--- config.mk ---
export PLATFORM = sky130hd
export DESIGN_NAME = run_ctrl
export DESIGN_NICKNAME = d
export VERILOG_FILES = /design/src/rtl/run_ctrl.sv
export SDC_FILE = /design/constraint.sdc
export NUM_CORES = 1
export LEC_CHECK = 0
export CORE_MARGIN = 2
export CORE_UTILIZATION = 53
export CTS_CLUSTER_DIAMETER = 40
export DETAILED_ROUTE_END_ITERATION = 10
export GPL_TIMING_DRIVEN = 0
export PLACE_DENSITY = 0.89
export RECOVER_POWER = 100
export SYNTH_ARGS = -nofsm -noshare
export SYNTH_HDL_FRONTEND = slang
export SYNTH_SLANG_ARGS = --single-unit
--- constraint.sdc ---
create_clock -name clk -period 4.4 [get_ports clk]
set_input_delay 0.44 -clock clk [delete_from_list [all_inputs] [get_ports clk]]
set_output_delay 0.44 -clock clk [all_outputs]
set_load 0.01 [all_outputs]
--- src/rtl/run_ctrl.sv ---
// Run sequencer and watchdog for the stack processor: holds the DUT in reset,
// releases it, counts RUN cycles and reports pass (done seen) or fail (timeout).
module run_ctrl #(
    parameter int RST_CYCLES = 1,
    parameter int DONE_GUARD = 1,
    parameter int DRAIN      = 1,
    parameter int TIMEOUT    = 20,
    parameter int CNT_W      = 16
) (
    input  logic             clk,
    input  logic             reset,
    input  logic             start,
    input  logic             dut_done,
    output logic             dut_reset,
    output logic             running,
    output logic [CNT_W-1:0] cycles,
    output logic             pass,
    output logic             fail
);

    // One counter serves both the RST hold and the DRAIN wait.
    localparam int PH_MAX = (RST_CYCLES > DRAIN) ? RST_CYCLES : DRAIN;
    localparam int PH_W   = $clog2(PH_MAX + 1);

    typedef enum logic [2:0] {
        ST_IDLE  = 3'd0,
        ST_RST   = 3'd1,
        ST_RUN   = 3'd2,
        ST_DRAIN = 3'd3,
        ST_PASS  = 3'd4,
        ST_FAIL  = 3'd5
    } state_t;

    state_t            state_r;
    state_t            state_s;
    logic [CNT_W-1:0]  cycles_r;
    logic [CNT_W-1:0]  cycles_s;
    logic [PH_W-1:0]   phase_r;
    logic [PH_W-1:0]   phase_s;
    logic              dut_reset_r;
    logic              running_r;
    logic              pass_r;
    logic              fail_r;
    logic              done_valid_s;
    logic              active_s;

    // dut_done only counts once the guard window after reset release has passed.
    assign done_valid_s = dut_done && (cycles_r > CNT_W'(DONE_GUARD));

    // Next-state, counter and next-output logic.
    always_comb begin
        state_s  = state_r;
        cycles_s = cycles_r;
        phase_s  = phase_r;
        case (state_r)
            ST_IDLE, ST_PASS, ST_FAIL: begin
                if (start) begin
                    state_s  = ST_RST;
                    cycles_s = {CNT_W{1'b0}};
                    phase_s  = {PH_W{1'b0}};
                end else begin
                    state_s  = state_r;
                end
            end
            ST_RST: begin
                if (phase_r == PH_W'(RST_CYCLES - 1)) begin
                    state_s  = ST_RUN;
                    cycles_s = CNT_W'(1);
                    phase_s  = {PH_W{1'b0}};
                end else begin
                    phase_s  = phase_r + PH_W'(1);
                end
            end
            ST_RUN: begin
                // A valid done in the timeout cycle still wins.
                if (done_valid_s) begin
                    phase_s = {PH_W{1'b0}};
                    if (DRAIN == 0) begin
                        state_s = ST_PASS;
                    end else begin
                        state_s = ST_DRAIN;
                    end
                end else if (cycles_r == CNT_W'(TIMEOUT)) begin
                    state_s  = ST_FAIL;
                end else begin
                    cycles_s = cycles_r + CNT_W'(1);
                end
            end
            ST_DRAIN: begin
                if (phase_r == PH_W'(DRAIN - 1)) begin
                    state_s = ST_PASS;
                end else begin
                    phase_s = phase_r + PH_W'(1);
                end
            end
            default: begin
                state_s  = ST_IDLE;
                cycles_s = {CNT_W{1'b0}};
                phase_s  = {PH_W{1'b0}};
            end
        endcase
    end

    assign active_s = (state_s == ST_RUN) || (state_s == ST_DRAIN);

    // State, counters and registered outputs; synchronous active-low reset aborts any run.
    always_ff @(posedge clk) begin
        if (!reset) begin
            state_r     <= ST_IDLE;
            cycles_r    <= {CNT_W{1'b0}};
            phase_r     <= {PH_W{1'b0}};
            dut_reset_r <= 1'b1;
            running_r   <= 1'b0;
            pass_r      <= 1'b0;
            fail_r      <= 1'b0;
        end else begin
            state_r     <= state_s;
            cycles_r    <= cycles_s;
            phase_r     <= phase_s;
            dut_reset_r <= ~active_s;
            running_r   <= active_s;
            pass_r      <= (state_s == ST_PASS);
            fail_r      <= (state_s == ST_FAIL);
        end
    end

    assign dut_reset = dut_reset_r;
    assign running   = running_r;
    assign cycles    = cycles_r;
    assign pass      = pass_r;
    assign fail      = fail_r;

endmodule

# Word-level counts from Yosys, hierarchy flattened
# Cells that the tools add are included.
# W data, S select, Z words.
# word_totals
word_cells	49
output_inout_bits	20
register_bits	24
# classes
n_reduce_logical	7
add_sub_neg	2
bitwise_logic	2
order_cmp	1
mux	15
eq_ne	15
# ops
operator	count
$mux W16	4
$pmux W16 S4	1
$add A16 B1 Y16 const B	1
$eq A16 B5 Y1 const B	1
$gt A16 B1 Y1 const B	1
$mux W3	5
$eq A3 B2 Y1 const B	4
$eq A3 B3 Y1 const B	4
$pmux W3 S4	1
$ne A2 B2 Y1 const B	5
$reduce_and A5 Y1	1
$eq A3 B1 Y1 const B	1
$logic_not A3 Y1	1
$mux W1	3
$pmux W1 S3	1
$reduce_or A3 Y1	1
$not A1 Y1	2
$reduce_and A2 Y1	1
$reduce_or A2 Y1	1
$add A1 B1 Y1 const B	1
$logic_and A1 B1 Y1	1
$logic_or A1 B1 Y1	1

# Logic depth before layout (Yosys ltp)
# Gate-level depths: netlist of run 1.
# logic_depth
word_depth	7
depth_mapped	8
mapped_depth_nobuf	8

# Least setup slack after synthesis of run 1
# No wires, ideal clock.
# synth_path
kind	register to register
start	register cycles_r[5], in the netlist cycles[5]
end	register cycles_r[5], in the netlist cycles[5]
arrival_time_ps	1905
path_buffers	1
setup_slack_ps	2424
synth_period_minus_slack_ps	1976
setup_time_ps	70
path_stages_with_launch	8
t_required_ps	4330
cell_sequence	dfxtp_1 nor4_1 nand3_1 o41ai_2 a31oi_1 buf_2 or3_1 a21oi_1
# synth_via
elab_chain_len	4
word_cells_on_any_way	10
# synth_rtl
item	line_no	text
from (decl)	36	logic [CNT_W-1:0] cycles_r;
from (signal assigned)	110	cycles_r <= {CNT_W{1'b0}};
from (signal assigned)	118	cycles_r <= cycles_s;
$add A16 B1 Y16 / $gt A16 B1 Y1 (equally long branches)	86, 48	
$mux W16 / $logic_and A1 B1 Y1 (equally long branches)	83, 48	
$mux W16 / $ne A2 B2 Y1 (equally long branches)	n/a	
$pmux W16 S4 / $reduce_and A5 Y1 (equally long branches)	n/a	
# Several ways; a longest one is shown, not always the timed one. The select of a mux whose other input is x is not followed.
# A chain may end at the register's enable or synchronous reset.

# Worst setup path after layout of run 1
# layout_path
start	register cycles_r[5], in the netlist cycles[5]
end	register cycles_r[8], in the netlist cycles[8]
# The elaborated chain is that of the path after synthesis.

==> results of run 1 <==
-- through the flow --
step | instances | power, W | utilization, % | instance area, sq um | hold WS, ns
after floorplan | 141 | 0.0002499 | - | 1152 | 0.4981
after global placement | 191 | 0.0002663 | 70.75 | 1416 | 0.4747
after detailed placement | 191 | 0.0002671 | 70.75 | 1416 | 0.4782
after CTS | 195 | 0.0003606 | 72.13 | 1444 | 0.5000
after global routing | 195 | 0.0003706 | 71.69 | 1435 | 0.5211
final | 195 | 0.0003570 | 71.69 | 1435 | 0.4946
-- cells in the mapped netlist --
| master | number |
|---|---|
| nand3_1 | 9 |
| o41ai_2 | 1 |
| nor2_1 | 6 |
| a21boi_1 | 1 |
| dfxtp_1 | 23 |
| a211oi_1 | 1 |
| o31ai_1 | 5 |
| buf_2 | 1 |
| a21oi_1 | 17 |
| nand4_1 | 2 |
| nand2_1 | 9 |
| or2_2 | 2 |
| a31oi_1 | 1 |
| a221o_1 | 1 |
| inv_1 | 7 |
| clkbuf_1 | 4 |
| mux2i_1 | 2 |
| o21bai_1 | 1 |
| ha_1 | 4 |
| and3_1 | 4 |
| or3_1 | 9 |
| and2_1 | 1 |
| o32a_1 | 1 |
| nor2b_1 | 4 |
| nor4_1 | 4 |
| or4_1 | 5 |
| o21ai_0 | 10 |
| nor3_1 | 1 |
| nand2b_1 | 5 |
-- per-layer routing --
metal,vias to the layer above,share of wire [%],track usage (%)
met5,-,0,0
met2,39,49,33.11
met1,516,44,26.35
li1,573,-,-
met4,0,1.4,10.36
met3,6,5.3,3.571
-- layout by cell type, fill, tap and decap left out, drive strengths merged, types with 5 or more instances in the layout --
master	Yosys	routed
dfxtp	23	23
dlygate4sd3	0	20
a21oi	17	17
o21ai	10	10
nand3	9	9
nand2	9	9
or3	9	9
clkbuf	4	8
inv	7	7
nor2	6	6
nand2b	5	5
o31ai	5	5
or4	5	5
-- final cells by class --
class                      instances  share of cell area, %
clock buffer                       3                  1.569
sequential                        23                  32.08
timing repair buffer              23                  16.04
clock inverter                     1                 0.3487
multi-input combinational        106                  44.46
tap                               27                  2.354
buffer                             5                  1.308
inverter                           7                  1.831
-- logic make-up (layout without fill, tap and decap cells) --
logic type / Yosys count / in the layout / synth area share [%]
AO/OA/AOI/OAI: 39 / 39 / 20.63
adder cells (fa/ha/maj): 4 / 4 / 4.343
AND/OR/NAND/NOR: 61 / 61 / 29.31
flip-flops: 23 / 23 / 39.96
multiplexers: 2 / 2 / 1.737
buffers and inverters: 12 / 39 / 4.017
-- state kept, by name, indices dropped and copies added, names as in the netlist --
| signal | cells |
|---|---|
| dut_reset | 1 |
| pass | 1 |
| running | 1 |
| state_r | 3 |
| fail | 1 |
| cycles | 16 |
-- power by group through the flow --
stage / clock [W] / combinational, W / sequential, W
finish: 0.0000960 / 0.0000452 / 0.000216
CTS: 0.0000980 / 0.0000467 / 0.000216
detailed placement: 0 / 0.0000465 / 0.000221
global placement: 0 / 0.0000459 / 0.000220
floorplan: 0 / 0.0000286 / 0.000221
global route: 0.000104 / 0.0000504 / 0.000216
-- worst max-delay path, stage by stage, from the launching register on --
cell and delay, ns:
dfxtp_1 0.38, nor4_1 0.41, nand3_1 0.14, o41ai_1 0.37, a31oi_1 0.29, clkbuf_1 0.28, or3_1 0.39, a21oi_1 0.15
-- worst max-delay path by stage --
stage,startpoint,to,slack [ns],cells past startpoint
floorplan,cycles[5],cycles[5],2.42,7
CTS,cycles[5],cycles[1],2.10,6
global placement,start,cycles[1],1.97,7
detailed placement,start,cycles[1],2.00,7
finish,cycles[5],cycles[8],1.92,7
global route,cycles[5],cycles[2],1.67,7
==> impl_metrics.csv, run 1 <==
group,metric,value,unit
sta,setup_slack,1.919,ns
route,wirelength,2467,um
grt,antenna_found_initial,0,
die,pin_count,24,
die,die_area,2563,sq um
final_layout,layout-drive-gt1-share,3.571,%
sta,hold_violations,0,
logic_synthesis,netlist_area,1152,sq um
die,initial_utilization,57.56,%
route,routed_via_density,5.815,
route,drtAntennaViolNets,0,
sta,finalSetupViolCount,0,
grt,grt-ovfl-total,0,
clock_network,htreeDepth,1,
clock_network,postCtsHoldBufs,0,
min_path,min_to,"cycles[15]",
power_and_ir_drop,power_switching,0.00009313,W
route,vias,1134,
logic_synthesis,netlist_instances,141,
sta,rsz0062_at_grt,"no",
placement,portBuffers,23,
power_and_ir_drop,power_leakage,0.5300,nW
clock_network,postCtsSetupRepairBufs,0,
route,drc,0,
worst_setup_path,crit_arrival,2.73,ns
logic_synthesis,ys_seq_elements,23,
sta,slew_viol_final,0,
clock_network,cts_max_path_buffers,2,
grt,grt_max_degree,14,
grt,grt_usage,20.56,%
clock_network,cts_root_buf,"clkbuf_4",
clock_network,clk_pin_slew,0.12,ns
clock_network,cts_tree,"done",
clock_network,post_cts_resized,0,
final_layout,antennaDiodeCount,0,
worst_setup_path,path_max_fanout,10,
worst_setup_path,crit_type,"reg2reg",
worst_setup_path,worstSetupStartpointType,"register",
sta,period_needed,2.481,ns
logic_synthesis,synth_top_area_share,39.96,%
logic_synthesis,yosysWarnings,0,
placement,post-place-ws,1.999,ns
worst_setup_path,rrSetupSlack,1.92,ns
power_and_ir_drop,power_frac_clock,26.9,%
logic_synthesis,synth.distinct_cells,29,
logic_synthesis,ys_seq_area_share,39.96,%
die,die_width,50.63,um
run,maxCapViolCount,0,
min_path,hold_start,"cycles[15]",
logic_synthesis,yosys-top-cells-area,"dfxtp_1 (40%), a21oi_1 (7.4%), or3_1 (4.9%), ha_1 (4.3%), o21ai_0 (4.3%)",
run_status,status,"finished, final reports clean",
route,wl_per_cell,12.65,um
power_and_ir_drop,power_frac_comb,12.7,%
placement,globalplace.congestion,0.8784,
final_layout,multi_input_area,638.1,sq um
sta,relSlewSlack,64.53,%
sta,tightest_slew,0.5296,ns
logic_synthesis,synth_nets,149,
placement,hpwl,1875,um
sta,fmax,0.4030,GHz
power_and_ir_drop,vdd_drop_max,0.1953,mV
die,die_y,50.63,um
sta,finalCritPeriodShare,56.40,%
worst_setup_path,cp.required,4.64,ns
die,rows,16,
die,core_area,2002,sq um
final_layout,nNetsFinal,177,
final_layout,register_area,460.4,sq um
logic_synthesis,yosysTopAreaCell,"dfxtp_1",
final_layout,nFillCells,165,
power_and_ir_drop,internal_power,0.0002639,W
sta,tns,0,ns
power_and_ir_drop,powerDensity,248.8,nW/um^2
min_path,whs_path_depth,2,
clock_network,cts_sinks,23,
logic_synthesis,synth_area_per_cell,8.173,sq um
route,drt_iter0_drc,21,
worst_setup_path,rr_startpoint,"cycles[5]",
worst_setup_path,r2r_end,"cycles[8]",
power_and_ir_drop,p_seq_share,60.5,%
worst_setup_path,r2r_cells,7,
clock_network,cts_buffers,3,
route,first_pass_iters,4,
worst_setup_path,endpoint_kind,"register",
grt,grt_pass1_vias,943,
min_path,hp-class,"reg2reg",
sta,fin_skew,0.005113,ns
clock_network,clkLatencyLatePin,0.31,ns
grt,grt_pass1_wl,4029,um
power_and_ir_drop,p_sw_share,26.09,%
final_layout,area_growth_syn_to_layout,24.54,%
No activity file was read; power rests on OpenSTA's default activity.
==> run 2: changes to the inputs <==
--- a/config.mk
+++ b/config.mk
@@ -6,11 +6,11 @@
 export NUM_CORES = 1
 export LEC_CHECK = 0
 export CORE_MARGIN = 2
-export CORE_UTILIZATION = 53
+export CORE_UTILIZATION = 45
 export CTS_CLUSTER_DIAMETER = 40
 export DETAILED_ROUTE_END_ITERATION = 10
 export GPL_TIMING_DRIVEN = 0
-export PLACE_DENSITY = 0.89
+export PLACE_DENSITY = 0.81
 export RECOVER_POWER = 100
 export SYNTH_ARGS = -nofsm -noshare
 export SYNTH_HDL_FRONTEND = slang
==> constraint.sdc (replaced) <==
create_clock -name clk -period 2.1 [get_ports clk]
set_input_delay 0.21 -clock clk [delete_from_list [all_inputs] [get_ports clk]]
set_output_delay 0.21 -clock clk [all_outputs]
set_load 0.01 [all_outputs]
==> run 2 against run 1 <==
  * Critical path depth did not move
  * Critical path type unchanged
  * Highest routed layer unchanged
  * Via count rose by 6.4%
  * Wire length rose by 11%
==> impl_metrics.csv, run 2 (synthesis gave the netlist of run 1 again) <==
group,metric,value,unit
clock_network,cts_max_path_buffers,2,
power_and_ir_drop,power_leakage,0.5706,nW
placement,globalplace.congestion,0.8361,
power_and_ir_drop,power_frac_clock,26.8,%
sta,relSlewSlack,64.31,%
worst_setup_path,cpMaxStageDelayCell,"dfxtp_4",
worst_setup_path,max_stage_delay,0.39,ns
worst_setup_path,endpoint_kind,"register",
power_and_ir_drop,vdd_drop_max,0.4028,mV
die,rows,18,
route,drc,0,
clock_network,postCtsHoldBufs,0,
min_path,hp-class,"reg2reg",
clock_network,cts_tree,"done",
sta,fin_skew,0.003074,ns
die,die_width,54.61,um
clock_network,htreeDepth,1,
placement,hpwl,1800,um
clock_network,clk_pin_slew,0.13,ns
worst_setup_path,crit_arrival,2.33,ns
power_and_ir_drop,p_seq_share,57.4,%
final_layout,layout-drive-gt1-share,19.32,%
clock_network,cts_sinks,23,
grt,grt_pass1_vias,1057,
route,drtAntennaViolNets,0,
final_layout,final_common_cell,"clkdlybuf4s50_1",
route,wirelength,2736,um
worst_setup_path,cp.required,2.35,ns
run_status,status,"finished, final reports clean",
power_and_ir_drop,internal_power,0.0005674,W
grt,grt-ovfl-total,0,
route,vias,1207,
route,wl_per_cell,13.28,um
grt,grt_max_degree,14,
sta,hold_violations,0,
grt,antenna_found_initial,0,
final_layout,nNetsFinal,185,
power_and_ir_drop,powerDensity,478.0,nW/um^2
sta,tightest_slew,0.5353,ns
sta,finalSetupViolCount,0,
power_and_ir_drop,p_sw_share,27.30,%
final_layout,nFillCells,193,
sta,finalCritPeriodShare,99.17,%
final_layout,area_growth_syn_to_layout,41.69,%
worst_setup_path,crit_type,"reg2reg",
route,routed_via_density,5.859,
sta,period_needed,2.083,ns
die,die_y,54.61,um
grt,grt_usage,20.55,%
final_layout,largest_register_ffs,16,
die,die_area,2982,sq um
sta,fmax,0.4802,GHz
final_layout,final_area,1633,sq um
placement,dpl_cell_area,1420,sq um
die,pin_count,24,
clock_network,clkLatencyLatePin,0.32,ns
final_layout,antennaDiodeCount,0,
power_and_ir_drop,power_frac_comb,15.8,%
die,core_area,2455,sq um
worst_setup_path,cp_cell_sequence,"nor4_4, nand3_2, o41ai_4, a31oi_4, buf_6, or3_4, a21oi_2",
route,first_pass_iters,4,
placement,portBuffers,23,
sta,rsz0062_at_grt,"yes",
power_and_ir_drop,power_switching,0.0002131,W
route,drt_iter0_drc,34,
clock_network,cts_buffers,3,
sta,slew_viol_final,0,
clock_network,cts_root_buf,"clkbuf_4",
worst_setup_path,path_max_fanout,8,
grt,grt_pass1_wl,4450,um
die,initial_utilization,46.94,%
final_layout,final_core_util,66.51,%
worst_setup_path,worstSetupStartpointType,"register",
run,maxCapViolCount,0,
final_layout,final_cell_mix,"clkdlybuf4s50_1 (19), a21oi_1 (15), dfxtp_1 (14)",
-- run 2: changes by cell type in the layout (fill, tap and decap cells not counted), sizes merged --
cell           previous run  this run
clkdlybuf4s50             3        19
clkbuf                    8         6
dlygate4sd3              20         4
buf                       0        10
-- run 2: cell type report --
| type | count | area, sq um | share of cell area [%] |
|---|---|---|---|
| Inverter | 7 | 26.28 | 1.609 |
| Clock inverter | 1 | 5.005 | 0.3065 |
| Sequential cell | 23 | 481.7 | 29.50 |
| Timing Repair Buffer | 31 | 291.5 | 17.85 |
| Tap cell | 30 | 37.54 | 2.299 |
| Buffer | 5 | 33.78 | 2.069 |
| Multi-Input combinational cell | 106 | 734.5 | 44.98 |
| Clock buffer | 3 | 22.52 | 1.379 |
-- run 2: worst max-delay path, delay by kind of cell, from the launching register on --
kind	cells	cell delay, ns
compound gates	3	0.65
simple gates	3	0.80
buf+inv	1	0.18
flops	1	0.39
-- run 2: worst paths after layout --
kind	slack [ns]	startpoint	cells past startpoint	to
hold / removal	0.52	cycles[0]	2	cycles[0]
setup / recovery	0.02	cycles[5]	7	cycles[3]
setup reg to reg	0.02	cycles[5]	7	cycles[3]
hold reg to reg	0.52	cycles[0]	2	cycles[0]
-- run 2: per-layer routing --
layer / vias up / GRT usage (%) / share of wire (%)
li1: 590 / - / -
met1: 573 / 27.10 / 44
met2: 38 / 31.75 / 49
met3: 6 / 4.098 / 4.3
met4: 0 / 10.00 / 2.2
met5: - / 0 / 0
-- run 2: stage by stage --
step                instances  total power [W]  hold WS (ns)  worst slack (ns)  TNS [ns]
floorplan                 141        0.0005236        0.3317            0.1244         0
detailed placement        194        0.0005594        0.4896           -0.1954    -1.607
finish                    206        0.0007805        0.5220           0.01749         0
CTS                       204        0.0007796        0.5332          -0.04913   -0.1287
global route              206        0.0008184        0.5452          -0.09931    -1.001
global placement          194        0.0005577        0.4816           -0.1602    -1.134
-- run 2: timing repair --
action,4_1_cts,5_1_grt
gates resized for setup,22,12
hold endpoints to repair,0,0
pin swaps,26,9
gates cloned,1,0
setup endpoints to repair,14,16
buffers inserted,5,2
-- run 2: power by group through the flow --
stage / Combinational (W) / Clock [W] / Sequential (W)
floorplan: 0.0000599 / 0 / 0.000464
global placement: 0.0000958 / 0 / 0.000462
detailed placement: 0.0000970 / 0 / 0.000462
CTS: 0.000118 / 0.000213 / 0.000449
global route: 0.000138 / 0.000231 / 0.000449
finish: 0.000123 / 0.000209 / 0.000448
==> run 3: changes to the inputs <==
--- a/config.mk
+++ b/config.mk
@@ -12,6 +12,7 @@
 export GPL_TIMING_DRIVEN = 0
 export PLACE_DENSITY = 0.81
 export RECOVER_POWER = 100
+export SKIP_LAST_GASP = 1
 export SYNTH_ARGS = -nofsm -noshare
 export SYNTH_HDL_FRONTEND = slang
 export SYNTH_SLANG_ARGS = --single-unit
==> run 3 against run 2 <==
  * Worst setup slack improved by 0.00068 ns
  * Combinational power barely moved
  * Flip-flop and latch count unchanged
  * Utilization stayed put
  * Final area stayed put
  * Critical path depth did not move
  * Non-clock buffer count did not move
  * Die area unchanged
  * Power grew 0.47%
  * First-iteration DRC count unchanged
  * Largest power group unchanged
  * Highest routed layer unchanged
==> impl_metrics.csv, run 3 (synthesis gave the netlist of run 1 again) <==
group,metric,value,unit
worst_setup_path,endpoint_kind,"register",
worst_setup_path,crit_type,"reg2reg",
final_layout,largest_register_ffs,16,
sta,relSlewSlack,64.75,%
route,drt_iter0_drc,34,
sta,rsz0062_at_grt,"yes",
clock_network,postCtsHoldBufs,0,
run,maxCapViolCount,0,
worst_setup_path,cp.required,2.36,ns
die,initial_utilization,46.94,%
clock_network,cts_max_path_buffers,2,
final_layout,area_growth_syn_to_layout,41.69,%
grt,grt_pass1_vias,1057,
final_layout,final_core_util,66.51,%
clock_network,cts_root_buf,"clkbuf_4",
worst_setup_path,crit_arrival,2.34,ns
grt,grt_pass1_wl,4450,um
route,vias,1193,
final_layout,antennaDiodeCount,0,
clock_network,cts_sinks,23,
route,wl_per_cell,13.27,um
sta,holdWs,0.5277,ns
route,wirelength,2733,um
die,die_y,54.61,um
clock_network,htreeDepth,1,
worst_setup_path,worstSetupStartpointType,"register",
route,routed_via_density,5.791,
die,die_width,54.61,um
die,pin_count,24,
placement,portBuffers,23,
route,first_pass_iters,4,
sta,fmax,0.4803,GHz
clock_network,cts_tree,"done",
worst_setup_path,rrSetupSlack,0.02,ns
sta,tns,0,ns
sta,finalCritPeriodShare,99.13,%
worst_setup_path,max_stage_delay,0.39,ns
final_layout,nFillCells,193,
sta,finalSetupViolCount,0,
worst_setup_path,path_max_fanout,8,
sta,slew_viol_final,0,
power_and_ir_drop,powerDensity,480.2,nW/um^2
worst_setup_path,cp_top_family,"simple AND/OR/NAND/NOR gates",
clock_network,clk_pin_slew,0.13,ns
clock_network,clkLatencyLatePin,0.32,ns
route,drtAntennaViolNets,0,
grt,grt_max_degree,14,
worst_setup_path,crit_buf_inv,1,
final_layout,nNetsFinal,185,
power_and_ir_drop,vdd_drop_max,0.4033,mV
power_and_ir_drop,p_total,0.0007842,W
die,rows,18,
min_path,hp-class,"reg2reg",
final_layout,final_cell_mix,"clkdlybuf4s50_1 (19), a21oi_1 (15), dfxtp_1 (14)",
grt,antenna_found_initial,0,
sta,period_needed,2.082,ns
route,drc,0,
die,die_area,2982,sq um
worst_setup_path,cp_cell_sequence,"nor4_4, nand3_2, o41ai_4, a31oi_4, buf_6, or3_4, a21oi_2",
sta,tightest_slew,0.5287,ns
placement,hpwl,1800,um
final_layout,layout-drive-gt1-share,19.32,%
grt,grt-ovfl-total,0,
final_layout,final_common_cell,"clkdlybuf4s50_1",
clock_network,cts_buffers,3,
worst_setup_path,cpMaxStageDelayCell,"dfxtp_4",
power_and_ir_drop,power_leakage,0.5706,nW
sta,fin_skew,0.003850,ns
die,core_area,2455,sq um
run_status,status,"finished, final reports clean",
placement,globalplace.congestion,0.8361,
grt,grt_usage,20.55,%
sta,hold_violations,0,
==> run 3: cell counts in the layout (fill, tap and decap cells not counted) <==
No cell type changed its count.
==> run 3: path summary, 6_finish.rpt <==
check                                from   endpoint  cells after the start
worst max register to register  cycles[5]  cycles[3]                      7
worst min-delay path            cycles[0]  cycles[0]                      2
worst min register to register  cycles[0]  cycles[0]                      2
worst max-delay path            cycles[5]  cycles[3]                      7
==> run 3: what timing repair did <==
action                                  CTS  global route
gates cloned                              1             0
pin swaps                                23             9
endpoints found under the setup margin   14            16
gates resized for setup                  22            12
buffers inserted                          5             2
==> run 3: cell type report <==
type	instances	area [sq um]	share of cell area (%)
buffer	5	33.78	2.069
clock buffer	3	22.52	1.379
clock inverter	1	5.005	0.3065
inverter	7	26.28	1.609
multi-input combinational	106	734.5	44.98
sequential	23	481.7	29.50
tap	30	37.54	2.299
timing repair buffer	31	291.5	17.85
==> run 3: stage by stage <==
stage | instances | cell area (sq um) | setup slack (ns)
after floorplan | 141 | 1152 | 0.1244
after global placement | 194 | 1420 | -0.1602
after detailed placement | 194 | 1420 | -0.1954
after CTS | 204 | 1590 | -0.04913
after global routing | 206 | 1633 | -0.1031
final | 206 | 1633 | 0.01817
==> run 3: per-layer routing <==
layer,vias up,share of wire [%],global-route usage (%)
met5,-,0,0
met4,0,2.4,10.00
met3,8,4.1,4.098
met2,34,49,31.75
met1,560,44,27.10
li1,591,-,-
==> run 3: where the power goes <==
| part | total, W | leakage [nW] | internal (W) | switching [W] |
|---|---|---|---|---|
| sequential | 0.000448 | 0.192 | 0.000440 | 0.00000742 |
| combinational | 0.000123 | 0.361 | 0.0000556 | 0.0000676 |
| clock | 0.000213 | 0.0177 | 0.0000715 | 0.000142 |
| total | 0.000784 | 0.571 | 0.000567 | 0.000217 |
==> run 3: tightest hold or removal path: cells and delay by family, from the launching register on <==
kind | cells | cell delay, ns
AOI/OAI and AO/OA | 1 | 0.05
DFF | 1 | 0.38
and+or+nand+nor | 1 | 0.07
